$ cat config.mk
export PLATFORM = sky130hd
export DESIGN_NAME = sensor_scan_ctrl
export DESIGN_NICKNAME = d
export VERILOG_FILES = /design/src/rtl/sensor_scan_pkg.sv /design/src/rtl/sensor_scan_ctrl_height_calc.sv /design/src/rtl/sensor_scan_ctrl.sv
export SDC_FILE = /design/constraint.sdc
export NUM_CORES = 1
export LEC_CHECK = 0
export BUFFER_PORTS_ARGS = -buffer_cell sky130_fd_sc_hd__buf_2
export CAP_MARGIN = 20
export CELL_PAD_IN_SITES_DETAIL_PLACEMENT = 1
export CELL_PAD_IN_SITES_GLOBAL_PLACEMENT = 1
export CORE_ASPECT_RATIO = 0.75
export CORE_MARGIN = 1.5
export CORE_UTILIZATION = 42
export DETAILED_ROUTE_END_ITERATION = 12
export HOLD_SLACK_MARGIN = 0.06
export PLACE_DENSITY_LB_ADDON = 0.2
export SYNTH_ARGS = -nofsm -noshare
export SYNTH_HDL_FRONTEND = slang
export SYNTH_SLANG_ARGS = --single-unit
$ cat constraint.sdc
create_clock -name clk -period 3.7 [get_ports clk]
set_input_delay 0 -clock clk [delete_from_list [all_inputs] [get_ports clk]]
set_output_delay 0 -clock clk [all_outputs]
set_load 0.01 [all_outputs]
$ cat src/rtl/sensor_scan_pkg.sv
// Shared types and constants for the baggage-drop height sensor scan sequencer.
package sensor_scan_pkg;

    typedef enum logic [2:0] {
        IDLE,
        REQ,
        GAP,
        CALC,
        DONE
    } state_t;

    localparam int NUM_SENSORS = 4;
    localparam int IDX_W       = 2;
    localparam int SUM_W       = 10;

endpackage

$ cat src/rtl/sensor_scan_ctrl_height_calc.sv
// Combinational height rule: pairwise ceil-average when a sensor reads zero,
// otherwise ceil of half of the floor-halved four-sensor sum.
module height_calc
    import sensor_scan_pkg::*;
#(
    parameter int DATA_W = 8
) (
    input  logic [DATA_W-1:0] r1,
    input  logic [DATA_W-1:0] r2,
    input  logic [DATA_W-1:0] r3,
    input  logic [DATA_W-1:0] r4,
    output logic [DATA_W-1:0] h
);

    logic [SUM_W-1:0] sum_ac;
    logic [SUM_W-1:0] sum_bd;
    logic [SUM_W-1:0] sum_all;
    logic [SUM_W-1:0] half_all;

    assign sum_ac   = SUM_W'(r1) + SUM_W'(r3);
    assign sum_bd   = SUM_W'(r2) + SUM_W'(r4);
    assign sum_all  = sum_ac + sum_bd;
    assign half_all = sum_all >> 1;

    // Later rules deliberately override earlier ones.
    always_comb begin
        h = '0;
        if (r1 == '0 || r3 == '0) begin
            h = DATA_W'((sum_bd + SUM_W'(1)) >> 1);
        end
        if (r2 == '0 || r4 == '0) begin
            h = DATA_W'((sum_ac + SUM_W'(1)) >> 1);
        end
        if (r1 != '0 && r2 != '0 && r3 != '0 && r4 != '0) begin
            h = DATA_W'((half_all + SUM_W'(1)) >> 1);
        end
    end

endmodule

$ cat src/rtl/sensor_scan_ctrl.sv
// Polls four height sensors over a shared req/ack bus with per-sensor timeout
// and publishes one registered height per scan with a one-cycle valid strobe.
module sensor_scan_ctrl
    import sensor_scan_pkg::*;
#(
    parameter int TIMEOUT_CYCLES = 16,
    parameter int DATA_W         = 8
) (
    input  logic                   clk,
    input  logic                   rst_n,
    input  logic                   start,
    input  logic                   sens_ack,
    input  logic [DATA_W-1:0]      sens_data,
    output logic                   sens_req,
    output logic [IDX_W-1:0]       sens_sel,
    output logic                   busy,
    output logic [DATA_W-1:0]      height,
    output logic                   height_valid,
    output logic [NUM_SENSORS-1:0] timeout_flags
);

    localparam int                 CNT_W    = (TIMEOUT_CYCLES > 2) ? $clog2(TIMEOUT_CYCLES) : 1;
    localparam logic [CNT_W-1:0]   CNT_LAST = CNT_W'(TIMEOUT_CYCLES - 1);
    localparam logic [IDX_W-1:0]   IDX_LAST = IDX_W'(NUM_SENSORS - 1);

    state_t                               state, state_nxt;
    logic [IDX_W-1:0]                     idx, idx_nxt;
    logic [CNT_W-1:0]                     counter, counter_nxt;
    logic [NUM_SENSORS-1:0][DATA_W-1:0]   readings, readings_nxt;
    logic [NUM_SENSORS-1:0]               flags_nxt;
    logic [DATA_W-1:0]                    height_nxt;
    logic [DATA_W-1:0]                    calc_h;
    logic                                 slot_done;

    height_calc #(
        .DATA_W (DATA_W)
    ) u_height_calc (
        .r1 (readings[0]),
        .r2 (readings[1]),
        .r3 (readings[2]),
        .r4 (readings[3]),
        .h  (calc_h)
    );

    always_ff @(posedge clk or negedge rst_n) begin
        if (!rst_n) begin
            state         <= IDLE;
            idx           <= '0;
            counter       <= '0;
            readings      <= '0;
            height        <= '0;
            timeout_flags <= '0;
        end else begin
            state         <= state_nxt;
            idx           <= idx_nxt;
            counter       <= counter_nxt;
            readings      <= readings_nxt;
            height        <= height_nxt;
            timeout_flags <= flags_nxt;
        end
    end

    // An ack in the final timeout cycle still counts as a real reading.
    always_comb begin
        state_nxt    = state;
        idx_nxt      = idx;
        counter_nxt  = counter;
        readings_nxt = readings;
        flags_nxt    = timeout_flags;
        height_nxt   = height;
        slot_done    = 1'b0;

        case (state)
            IDLE: begin
                if (start) begin
                    state_nxt   = REQ;
                    idx_nxt     = '0;
                    counter_nxt = '0;
                    flags_nxt   = '0;
                end
            end
            REQ: begin
                counter_nxt = counter + CNT_W'(1);
                if (sens_ack) begin
                    readings_nxt[idx] = sens_data;
                    slot_done         = 1'b1;
                end else if (counter == CNT_LAST) begin
                    readings_nxt[idx] = '0;
                    flags_nxt[idx]    = 1'b1;
                    slot_done         = 1'b1;
                end
                if (slot_done) begin
                    state_nxt = (idx == IDX_LAST) ? CALC : GAP;
                end
            end
            GAP: begin
                idx_nxt     = idx + IDX_W'(1);
                counter_nxt = '0;
                state_nxt   = REQ;
            end
            CALC: begin
                height_nxt = calc_h;
                state_nxt  = DONE;
            end
            DONE: begin
                state_nxt = IDLE;
            end
            default: begin
                state_nxt = IDLE;
            end
        endcase
    end

    assign sens_req     = (state == REQ);
    assign sens_sel     = idx;
    assign busy         = (state != IDLE);
    assign height_valid = (state == DONE);

endmodule

==> results.txt <==
status: complete, no violations
power per standard cell area: 1010 nW/um^2
Longest Clk Path Bufs: 2
Placed Area: 3980 sq um
share of layout cells above drive strength 1: 0.174
Hold Crit Depth: 3
later-pin clock latency in the skew report: 0.29 ns
Syn Nets: 464
drt pass-1 iters: 4
Synth cell types: 53
mean post-synth cell area: 8.81 sq um
number of remaining DRC errors: 0
Synth warnings: 0
critical-path maximum fanout: 7
Min-Delay Endpoint: readings[1]
vias in the first global route: 3,269
Tot Pwr: 4.41 mW
final period utilization: 0.946
kind of critical path: flip-flop to flip-flop
H-tree depth: 2
drt via density: 5.61
highest clock rate: 0.286 GHz
Reg-to-Reg Start: readings[8]
critical path startpoint category: flip-flop
vias: 3,187
global-route wire length before repair: 16,600 um
Post-synth ARST share: 1.00
Hold Crit Start: sens_data[1]
Final Hold Violating Endpoints: 0
Die X: 111 um
Overall Global Routing Usage: 0.220
leakage: 2.11 nW
die height: 84.0 um
setup_tns: 0 ns
Final GP Congestion: 0.823
Register-to-Register Path Depth: 14
Nets: 506
TritonCTS clock tree: built
# rows: 29
Max Cap Violations: 0
Worst Setup End Kind: flip-flop
fin area: 4360 sq um
Clock Sinks: 53
Post-DRT Antenna Nets: 0
RSZ-0062 raised after global routing: true
clk root buf: clkbuf_16
hpwl dp: 7750 um
Main synth FF type: dfrtp_1
largest net degree at the start of global routing: 33
Worst VDD drop: 0.376 mV
CTS buffer count: 5
Required @ worst endpoint: 3.86 ns
wire length per cell: 17.4 um
Core Box Area: 8490 sq um
synthesized area: 3670 sq um
Clock Skews: 0.00929 ns
Hold Crit Class: input pin to flip-flop
grt total ovfl: 0
io pins: 29
Rel. slew slack: 0.574
antenna violations before repair: 0
area grow syn2layout: 18.6%
actual slew at the worst max-slew pin: 0.635 ns
Worst-path clk slew: 0.07 ns
cell count after synthesis: 417
max-slew violations: 0
register area share after synthesis: 0.361
full die area: 9330 sq um
input/output buffers: 28
Setup violations, final: 0
Detailed Route WL: 9860 um
Antenna Cells: 0
fin cells: 568
Synth Register Bits: 53
starting density of the core: 0.433
placed cells: 552
DR iter-0 viols: 168
worst r2r dst: height[5]
Post-synth EDFFs: 0
min Tclk post-route: 3.50 ns
r2r setup slk: 0.20 ns
fin util: 0.513
CP arrival: 3.66 ns
-- area by class of cell --
| class | instances | area (sq um) |
|---|---|---|
| clock buffer | 6 | 139 |
| clock inverter | 2 | 17.5 |
| fill | 1000 | 4130 |
| inverter | 9 | 33.8 |
| multi-input combinational | 344 | 2410 |
| sequential | 53 | 1330 |
| tap | 108 | 135 |
| timing repair buffer | 46 | 288 |
-- sequential cells by signal (all words and copies together) (netlist names) --
register,flops
sens_sel,2
timeout_flags,4
counter,4
state,3
readings,32
height,8
-- routing by layer --
metal / global-route usage / vias up / wire length (um)
met5: 0 / - / 0
met4: 0.0288 / 0 / 61
met3: 0.0399 / 7 / 340
met2: 0.353 / 41 / 4490
met1: 0.320 / 1557 / 4970
li1: - / 1582 / -
-- critical path, cell delays in order, from the launching register on --
cell	delay [ns]
dfrtp_1	0.41
ha_1	0.25
fa_1	0.42
a21o_1	0.20
a21oi_2	0.17
o21bai_1	0.10
a21o_1	0.23
xor2_2	0.21
ha_4	0.26
a21oi_2	0.15
o22ai_1	0.11
a41o_1	0.25
or3_1	0.36
a31oi_1	0.19
o21ai_1	0.07
-- kinds of logic (layout without fill, tap and decap cells) --
family | after synthesis | count (layout) | share of synthesized area
compound gates | 127 | 127 | 0.225
xor+xnor | 37 | 37 | 0.0902
fa+ha+maj | 35 | 35 | 0.125
buf+inv | 20 | 63 | 0.0208
flops | 53 | 53 | 0.361
mux | 1 | 1 | 0.00272
simple gates | 144 | 144 | 0.175
-- worst max-delay path by stage --
stage	startpoint	endpoint	slack, ns	cells past startpoint
6_report	readings[8]	height[5]	0.20	14
5_1_grt	readings[9]	height[5]	-0.02	13
4_1_cts	readings[8]	height[5]	0.006	14
3_5_place_dp	readings[8]	height[6]	0.02	16
3_3_place_gp	readings[0]	height[4]	0.11	14
2_1_floorplan	readings[8]	height[6]	0.16	17
-- metrics by stage --
| stage | hold WS (ns) | worst slack (ns) |
|---|---|---|
| after floorplan | -0.296 | 0.162 |
| after global placement | -0.0110 | 0.111 |
| after detailed placement | -0.0158 | 0.0194 |
| after CTS | 0.0605 | 0.00588 |
| after global routing | 0.0773 | -0.0189 |
| final | 0.0491 | 0.200 |
-- synthesized netlist by cell type, drive strengths merged, types with 4 or more instances --
library cell  number  area share
nand2b             4      0.0068
clkbuf            10       0.010
a211oi             8       0.020
nor3               6      0.0082
dfrtp             53        0.36
xor2              16       0.038
ha                32        0.11
nand3              8       0.011
nand2             72       0.074
a21o               8       0.016
o21ai             55       0.076
a21oi             24       0.033
o21bai             4      0.0082
nor2              26       0.027
xnor2             21       0.052
inv                9      0.0092
nor4               8       0.014
and3               8       0.014
-- timing repair --
item,4_1_cts,5_1_grt
hold endpoints to repair,25,0
gates cloned,0,0
gates resized for setup,3,23
pin swaps,0,9
setup buffers,0,3
hold buffers,5,0
endpoints found under the setup margin,4,5
-- power by group --
| group | total, mW | internal [mW] | switching, mW |
|---|---|---|---|
| combinational | 2.92 | 1.22 | 1.69 |
| clock | 0.483 | 0.273 | 0.210 |
| sequential | 1.01 | 0.782 | 0.224 |
| total | 4.41 | 2.28 | 2.13 |
-- layout by cell type (no fill, tap or decap), drive strengths merged, types with 2 or more instances in the layout --
| master | n |
|---|---|
| dfrtp | 53 |
| a221oi | 3 |
| clkbuf | 6 |
| ha | 32 |
| a21oi | 24 |
| a211o | 2 |
| o21ai | 55 |
| a211oi | 8 |
| nand2b | 4 |
| a2bb2oi | 2 |
| o21bai | 4 |
| nand3 | 8 |
| nor2 | 26 |
| nand3b | 2 |
| nor4 | 8 |
| fa | 3 |
| nor3 | 6 |
| a31oi | 3 |
| a222oi | 3 |
| nand2 | 72 |
| a21o | 8 |
| xor2 | 16 |
| xnor2 | 21 |
| buf | 41 |
| inv | 10 |
| or3 | 3 |
| o21a | 3 |
| nor2b | 2 |
| dlygate4sd3 | 5 |
| and3 | 8 |
| or2 | 2 |
| nor3b | 2 |
Note: power is estimated with default switching activity, not from simulation.
